**src/rtl/flex_enable_pkg.sv**
```systemverilog
// flex_enable_pkg: shared types and helpers for the flex enable rate adapter.
//   mode_t  - SHRINK (one-cycle pulse per event) or STRETCH (fixed-width pulse per event)
//   edge_t  - qualifying edge of the synchronised enable
//   state_t - per-channel stretch FSM states
package flex_enable_pkg;

  typedef enum logic {SHRINK, STRETCH} mode_t;

  typedef enum logic [1:0] {RISE, FALL, BOTH} edge_t;

  typedef enum logic [1:0] {IDLE, ACTIVE, GAP} state_t;

  function automatic int max3(input int a, input int b, input int c);
    int m;
    m = (a > b) ? a : b;
    return (m > c) ? m : c;
  endfunction

endpackage

```
**src/rtl/flex_enable_chan.sv**
```systemverilog
// flex_enable_chan: one channel of the enable rate adapter.
// Synchronises enable_in, detects the selected edge and either emits a
// registered one-cycle pulse (SHRINK) or a STRETCH_LEN-cycle pulse per event
// with GAP_LEN low cycles between queued pulses (STRETCH).
// Ports:
//   clk        in  system clock
//   n_rst      in  asynchronous active-low reset
//   enable_in  in  raw enable (async or slow domain)
//   clear      in  synchronous clear of pending count and overflow flag
//   enable_out out adapted enable
//   overflow   out sticky: an event was dropped because the queue was full
module flex_enable_chan
  import flex_enable_pkg::*;
#(
  parameter int    SYNC_STAGES = 2,
  parameter mode_t MODE        = SHRINK,
  parameter edge_t EDGE        = RISE,
  parameter int    STRETCH_LEN = 4,
  parameter int    GAP_LEN     = 1,
  parameter int    MAX_PEND    = 3
) (
  input  logic clk,
  input  logic n_rst,
  input  logic enable_in,
  input  logic clear,
  output logic enable_out,
  output logic overflow
);

  localparam int PW = $clog2(MAX_PEND + 1);
  localparam int CW = $clog2(max3(STRETCH_LEN, GAP_LEN, 1) + 1);
  localparam logic [CW-1:0] LEN_M1 = CW'(STRETCH_LEN - 1);
  localparam logic [CW-1:0] GAP_M1 = CW'((GAP_LEN > 0) ? GAP_LEN - 1 : 0);

  logic                 s, s_d, raw_evt, evt, pulse_q;
  logic [SYNC_STAGES:0] vld;

  if (SYNC_STAGES > 0) begin : g_sync
    logic [SYNC_STAGES-1:0] chain;
    always_ff @(posedge clk or negedge n_rst) begin
      if (!n_rst) begin
        chain <= '0;
      end else begin
        chain[0] <= enable_in;
        for (int i = 1; i < SYNC_STAGES; i++) chain[i] <= chain[i-1];
      end
    end
    assign s = chain[SYNC_STAGES-1];
  end else begin : g_nosync
    assign s = enable_in;
  end

  // vld tracks which pipeline stages hold real post-reset samples; an edge is
  // only trusted once s_d is valid, so a level already high at reset release
  // fills the chain without looking like a rising edge.
  // NOTE: sequential state uses non-blocking (<=) so every flop samples the
  // pre-edge value of its neighbours, independent of statement order.
  always_ff @(posedge clk or negedge n_rst) begin
    if (!n_rst) begin
      s_d     <= 1'b0;
      vld     <= '0;
      pulse_q <= 1'b0;
    end else begin
      s_d     <= s;
      vld[0]  <= 1'b1;
      for (int i = 1; i <= SYNC_STAGES; i++) vld[i] <= vld[i-1];
      pulse_q <= evt;
    end
  end

  always_comb begin
    case (EDGE)
      RISE:    raw_evt = s & ~s_d;
      FALL:    raw_evt = ~s & s_d;
      default: raw_evt = s ^ s_d;
    endcase
  end

  assign evt = raw_evt & vld[SYNC_STAGES];

  // ---------------- stretch FSM ----------------
  state_t        state, state_n;
  logic [CW-1:0] cnt, cnt_n;
  logic [PW-1:0] pending, pending_n, pend_base;
  logic          ovf_q, ovf_n, decide, busy;

  assign busy = (state != IDLE);

  always_ff @(posedge clk or negedge n_rst) begin
    if (!n_rst) begin
      state   <= IDLE;
      cnt     <= '0;
      pending <= '0;
      ovf_q   <= 1'b0;
    end else begin
      state   <= state_n;
      cnt     <= cnt_n;
      pending <= pending_n;
      ovf_q   <= ovf_n;
    end
  end

  // NOTE: every output of this block is given a default first, so no path
  // through the case/if tree can leave one unassigned and infer a latch.
  always_comb begin
    state_n   = state;
    cnt_n     = cnt;
    decide    = 1'b0;
    pend_base = clear ? '0 : pending;
    pending_n = pend_base;
    ovf_n     = clear ? 1'b0 : ovf_q;

    case (state)
      IDLE: begin
        if (evt) begin
          state_n = ACTIVE;
          cnt_n   = LEN_M1;
        end
      end
      ACTIVE: begin
        if (cnt == '0) begin
          if (GAP_LEN > 0) begin
            state_n = GAP;
            cnt_n   = GAP_M1;
          end else begin
            decide = 1'b1;
          end
        end else begin
          cnt_n = cnt - CW'(1);
        end
      end
      GAP: begin
        if (cnt == '0) decide = 1'b1;
        else           cnt_n  = cnt - CW'(1);
      end
      default: state_n = IDLE;
    endcase

    // Next-pulse decision: a queued event, or one arriving this very cycle,
    // launches the next pulse with no idle cycle in between.
    if (decide) begin
      if (pend_base != '0 || evt) begin
        state_n = ACTIVE;
        cnt_n   = LEN_M1;
      end else begin
        state_n = IDLE;
      end
      if (pend_base != '0) pending_n = pend_base - PW'(1);
    end

    // An event while busy is queued; on a dequeue cycle it simply takes the
    // slot being consumed (or launches the pulse directly if nothing queued).
    if (busy && evt) begin
      if (decide) begin
        pending_n = pend_base;
      end else if (pend_base == PW'(MAX_PEND)) begin
        ovf_n = 1'b1;
      end else begin
        pending_n = pend_base + PW'(1);
      end
    end
  end

  assign enable_out = (MODE == STRETCH) ? (state == ACTIVE) : pulse_q;
  assign overflow   = (MODE == STRETCH) ? ovf_q : 1'b0;

endmodule

```
**src/rtl/flex_enable_adapter.sv**
```systemverilog
// flex_enable_adapter: NUM_CH independent enable rate adapters sharing clear.
// Ports:
//   clk        in  system clock
//   n_rst      in  asynchronous active-low reset
//   enable_in  in  [NUM_CH] raw enables, one bit per channel
//   clear      in  synchronous clear of every channel's pending count and overflow
//   enable_out out [NUM_CH] adapted enables
//   overflow   out [NUM_CH] sticky dropped-event flags
module flex_enable_adapter
  import flex_enable_pkg::*;
#(
  parameter int    NUM_CH      = 4,
  parameter int    SYNC_STAGES = 2,
  parameter mode_t MODE        = SHRINK,
  parameter edge_t EDGE        = RISE,
  parameter int    STRETCH_LEN = 4,
  parameter int    GAP_LEN     = 1,
  parameter int    MAX_PEND    = 3
) (
  input  logic              clk,
  input  logic              n_rst,
  input  logic [NUM_CH-1:0] enable_in,
  input  logic              clear,
  output logic [NUM_CH-1:0] enable_out,
  output logic [NUM_CH-1:0] overflow
);

  for (genvar i = 0; i < NUM_CH; i++) begin : g_ch
    flex_enable_chan #(
      .SYNC_STAGES (SYNC_STAGES),
      .MODE        (MODE),
      .EDGE        (EDGE),
      .STRETCH_LEN (STRETCH_LEN),
      .GAP_LEN     (GAP_LEN),
      .MAX_PEND    (MAX_PEND)
    ) u_chan (
      .clk        (clk),
      .n_rst      (n_rst),
      .enable_in  (enable_in[i]),
      .clear      (clear),
      .enable_out (enable_out[i]),
      .overflow   (overflow[i])
    );
  end

endmodule
```
**config.mk**
```make
export PLATFORM = sky130hd
export DESIGN_NAME = flex_enable_adapter
export DESIGN_NICKNAME = d
export VERILOG_FILES = /design/src/rtl/flex_enable_pkg.sv /design/src/rtl/flex_enable_chan.sv /design/src/rtl/flex_enable_adapter.sv
export SDC_FILE = /design/constraint.sdc
export NUM_CORES = 1
export LEC_CHECK = 0
export CELL_PAD_IN_SITES_DETAIL_PLACEMENT = 0
export CELL_PAD_IN_SITES_GLOBAL_PLACEMENT = 1
export CORE_MARGIN = 10
export CORE_UTILIZATION = 41
export DETAILED_ROUTE_END_ITERATION = 8
export PLACE_DENSITY_LB_ADDON = 0.1
export SLEW_MARGIN = 20
export SYNTH_ARGS = -nofsm -noshare
export SYNTH_HDL_FRONTEND = slang
export SYNTH_HIERARCHICAL = 1
export SYNTH_SLANG_ARGS = --single-unit
```
**constraint.sdc**
```tcl
create_clock -name clk -period 0.8 [get_ports clk]
set_input_delay 0.12 -clock clk [delete_from_list [all_inputs] [get_ports clk]]
set_output_delay 0.12 -clock clk [all_outputs]
set_load 0.02 [all_outputs]
```
==> metrics.yaml <==
logic_synthesis:
  syn_nets: 51
  yosys.area_share.simple: 0.04403
  yosys-mux-area-fraction: 0
  synthXorXnorAreaFrac: 0
  syn-mean-instance-area_sq_um: 18.09
  synth_top_family_by_area: "simple AND/OR/NAND/NOR gates"
  synth_compound_gate_area_share: 0
  synth.cell_area_sq_um: 795.8
  synthesis.instances: 44
  synth.yosys.seq_area_share: 0.8805
  synthAdderAreaFrac: 0
  ys.warnings.count: 6
  synth_seq_cells: 28
  yosys.cell_types.count: 4
finish:
  share_of_post_route_cells_with_drive_strength_above_1: 0.1667
  final_core_utilization: 0.5411
  multi_input_comb_area_sq_um: 65.06
  final_cell_area_sq_um: 964.7
  seqCellArea_sq_um: 700.7
  fin_cells: 79
  final_nets: 62
  diodes: 0
  area_delta_synth_final_pct: 21.23
  nFillCells: 147
timing:
  final_period_minus_worst_setup_slack_ns: 0.9651
  max_freq_ghz: 1.036
  hold_viol_final: 0
  timing.final.max_slew_violations: 0
  setup_clock_skew_after_layout_ns: 0.003328
  final-setup-viol-count: 4
  setup_repair_after_global_routing_missed_its_margin: "true"
  timing.final.ws_setup_ns: -0.1651
  layout_worst_path_cycle_share: 1.206
cts:
  ctsRootBufferMaster: "clkbuf_4"
  tritoncts_clock_tree: "yes"
  clk_path_buf_depth: 2
  tritoncts_num_sinks: 28
  cts.reportedPaths.clkPinSlew_ns: 0.14
  cts_max_level: 1
  cts_made_buffers: 3
  post-cts-setup-buffers: 0
  number_of_instances_resized_during_post_cts_repair: 24
  holdBufCountCts: 0
  clkLatencyLatePin_ns: 0.32
worst_hold_path:
  min-delay-path-class: "primary input to asynchronous set/reset pin"
worst_setup_path:
  timing.critical_path.slowest_cell_delay_ns: 0.40
  worstReg2RegStart: "g_ch[2].u_chan/g_sync.chain[1]$_DFF_PN0_"
  required_worst_endpoint_ns: 0.68
  worst_setup_path_end_kind: "primary output"
  crit_path_cell_trace: "buf_6"
  path_delay_family: "flip-flops"
  worstReg2RegEnd: "g_ch[2].u_chan/enable_out$_DFF_PN0_"
  ff2ff_path_depth: 1
  worstPathMaxFanout: 1
  arrival_ns: 0.85
  slowest_stage: "dfrtp_1"
  reg2reg_setup_slack_ns: 0.14
  setup.worst_path.class: "register to primary output"
  worstPathBufferInverterCount: 1
  setup.worst_path.start_class: "register"
placed_design:
  post-place-ws_ns: -0.2287
  placed_cells_incl_taps: 75
  gp_congestion: 0.6428
  placed_cell_area_sq_um: 907.1
  place.detailed.hpwl_um: 654.9
  portBuffers: 9
pwr:
  power.sequential.fraction: 0.600
  share_clk_of_total_power: 0.354
  comb_power_frac: 0.046
  sw_frac_of_total: 0.1840
  leakage_nw: 0.4690
  peakVddDrop_uv: 1502
  p_int_mw: 2.041
  p_switching_mw: 0.4603
  finalPower_mw: 2.501
  cellPowerDensity_nw_per_um2: 2593
global_routing:
  globalRouteTotalUtil: 0.04849
  number_of_global_route_vias_before_repair: 341
  grt_overflow_total: 0
  grt_first_pass_wirelength_um: 1504
  antenna_found_initial: 0
  grt_max_degree: 29
die:
  num_rows: 15
  start_util: 0.4463
  chipWidth_um: 64.06
  core_area_sq_um: 1783
  fp.dieArea_sq_um: 4103
  die_y_um: 64.06
  io-pin-count: 15
job:
  max-cap-violations: 0
drt:
  drt_first_pass_iters: 2
  drt-initial-drc-count: 1
  route.detailed.drc: 0
  total_detailed_routing_wirelength_um: 873
  via_per_inst: 3.987
  wl_per_cell_um: 11.05
  ant_nets: 0
  detailroute.via_count: 315
status:
  status: "finished with violations"
  violations_in_the_final_reports: "setup timing"
## flip-flops by register name (all words and copies together), names as in the netlist
name,flops
g_ch.u_chan/g_sync.chain,8
g_ch.u_chan/s_d,4
g_ch.u_chan/vld,12
g_ch.u_chan/enable_out,4
## layout make-up
| type | instances | share of cell area |
|---|---|---|
| Clock buffer | 3 | 0.02335 |
| Clock inverter | 1 | 0.03113 |
| Multi-Input combinational cell | 12 | 0.06744 |
| Sequential cell | 28 | 0.7263 |
| Tap cell | 25 | 0.03243 |
| Timing Repair Buffer | 10 | 0.1193 |
## cells in the mapped netlist, drive strengths merged
| cell type | number | share of area |
|---|---|---|
| buf | 4 | 0.038 |
| and3b | 4 | 0.044 |
| dfrtp | 28 | 0.88 |
| conb | 8 | 0.038 |
## logic make-up (layout without fill, tap and decap cells)
group	count (synthesis)	in the layout
other	8	8
AND/OR/NAND/NOR	4	4
flip-flops	28	28
buffers and inverters	4	14
## routing by layer
metal	GRT usage	up-vias	routed length, um
li1	-	138	-
met1	0.05625	160	396
met2	0.06095	15	367
met3	0.03484	2	91
met4	0.03279	0	18
met5	0	-	0
## worst max-delay path by stage
stage                                              from                             endpoint  slack [ns]  depth (start not counted)
6_report            g_ch[2].u_chan/enable_out$_DFF_PN0_                        enable_out[2]       -0.17                          1
5_1_grt             g_ch[3].u_chan/enable_out$_DFF_PN0_                        enable_out[3]       -0.22                          1
4_1_cts             g_ch[2].u_chan/enable_out$_DFF_PN0_                        enable_out[2]       -0.18                          1
3_5_place_dp        g_ch[3].u_chan/enable_out$_DFF_PN0_                        enable_out[3]       -0.23                          1
3_3_place_gp        g_ch[3].u_chan/enable_out$_DFF_PN0_                        enable_out[3]       -0.22                          1
2_1_floorplan  g_ch[0].u_chan/g_sync.chain[1]$_DFF_PN0_  g_ch[0].u_chan/enable_out$_DFF_PN0_        0.19                          1
## cells in the final DEF (no fill, tap or decap)
| master | n |
|---|---|
| dfrtp_1 | 28 |
| conb_1 | 8 |
| clkdlybuf4s50_1 | 5 |
| and3b_1 | 4 |
| buf_6 | 4 |
| clkbuf_4 | 3 |
| bufinv_16 | 1 |
| buf_12 | 1 |
## power by group through the flow
stage	sequential, mW	clock, mW	combinational (mW)
after CTS	1.50	0.914	0.117
after global routing	1.51	0.978	0.126
after detailed placement	1.53	0	0.115
after floorplan	1.53	0	0.0400
after global placement	1.52	0	0.110
final	1.50	0.885	0.114
## stage by stage
stage	hold slack (ns)	setup TNS (ns)
2_1_floorplan	-0.1756	0
3_3_place_gp	0.3321	-0.8893
3_5_place_dp	0.3347	-0.8977
4_1_cts	0.1230	-0.7176
5_1_grt	0.1227	-0.8406
6_report	0.1278	-0.6523
Note: power is estimated with default switching activity, not from simulation.
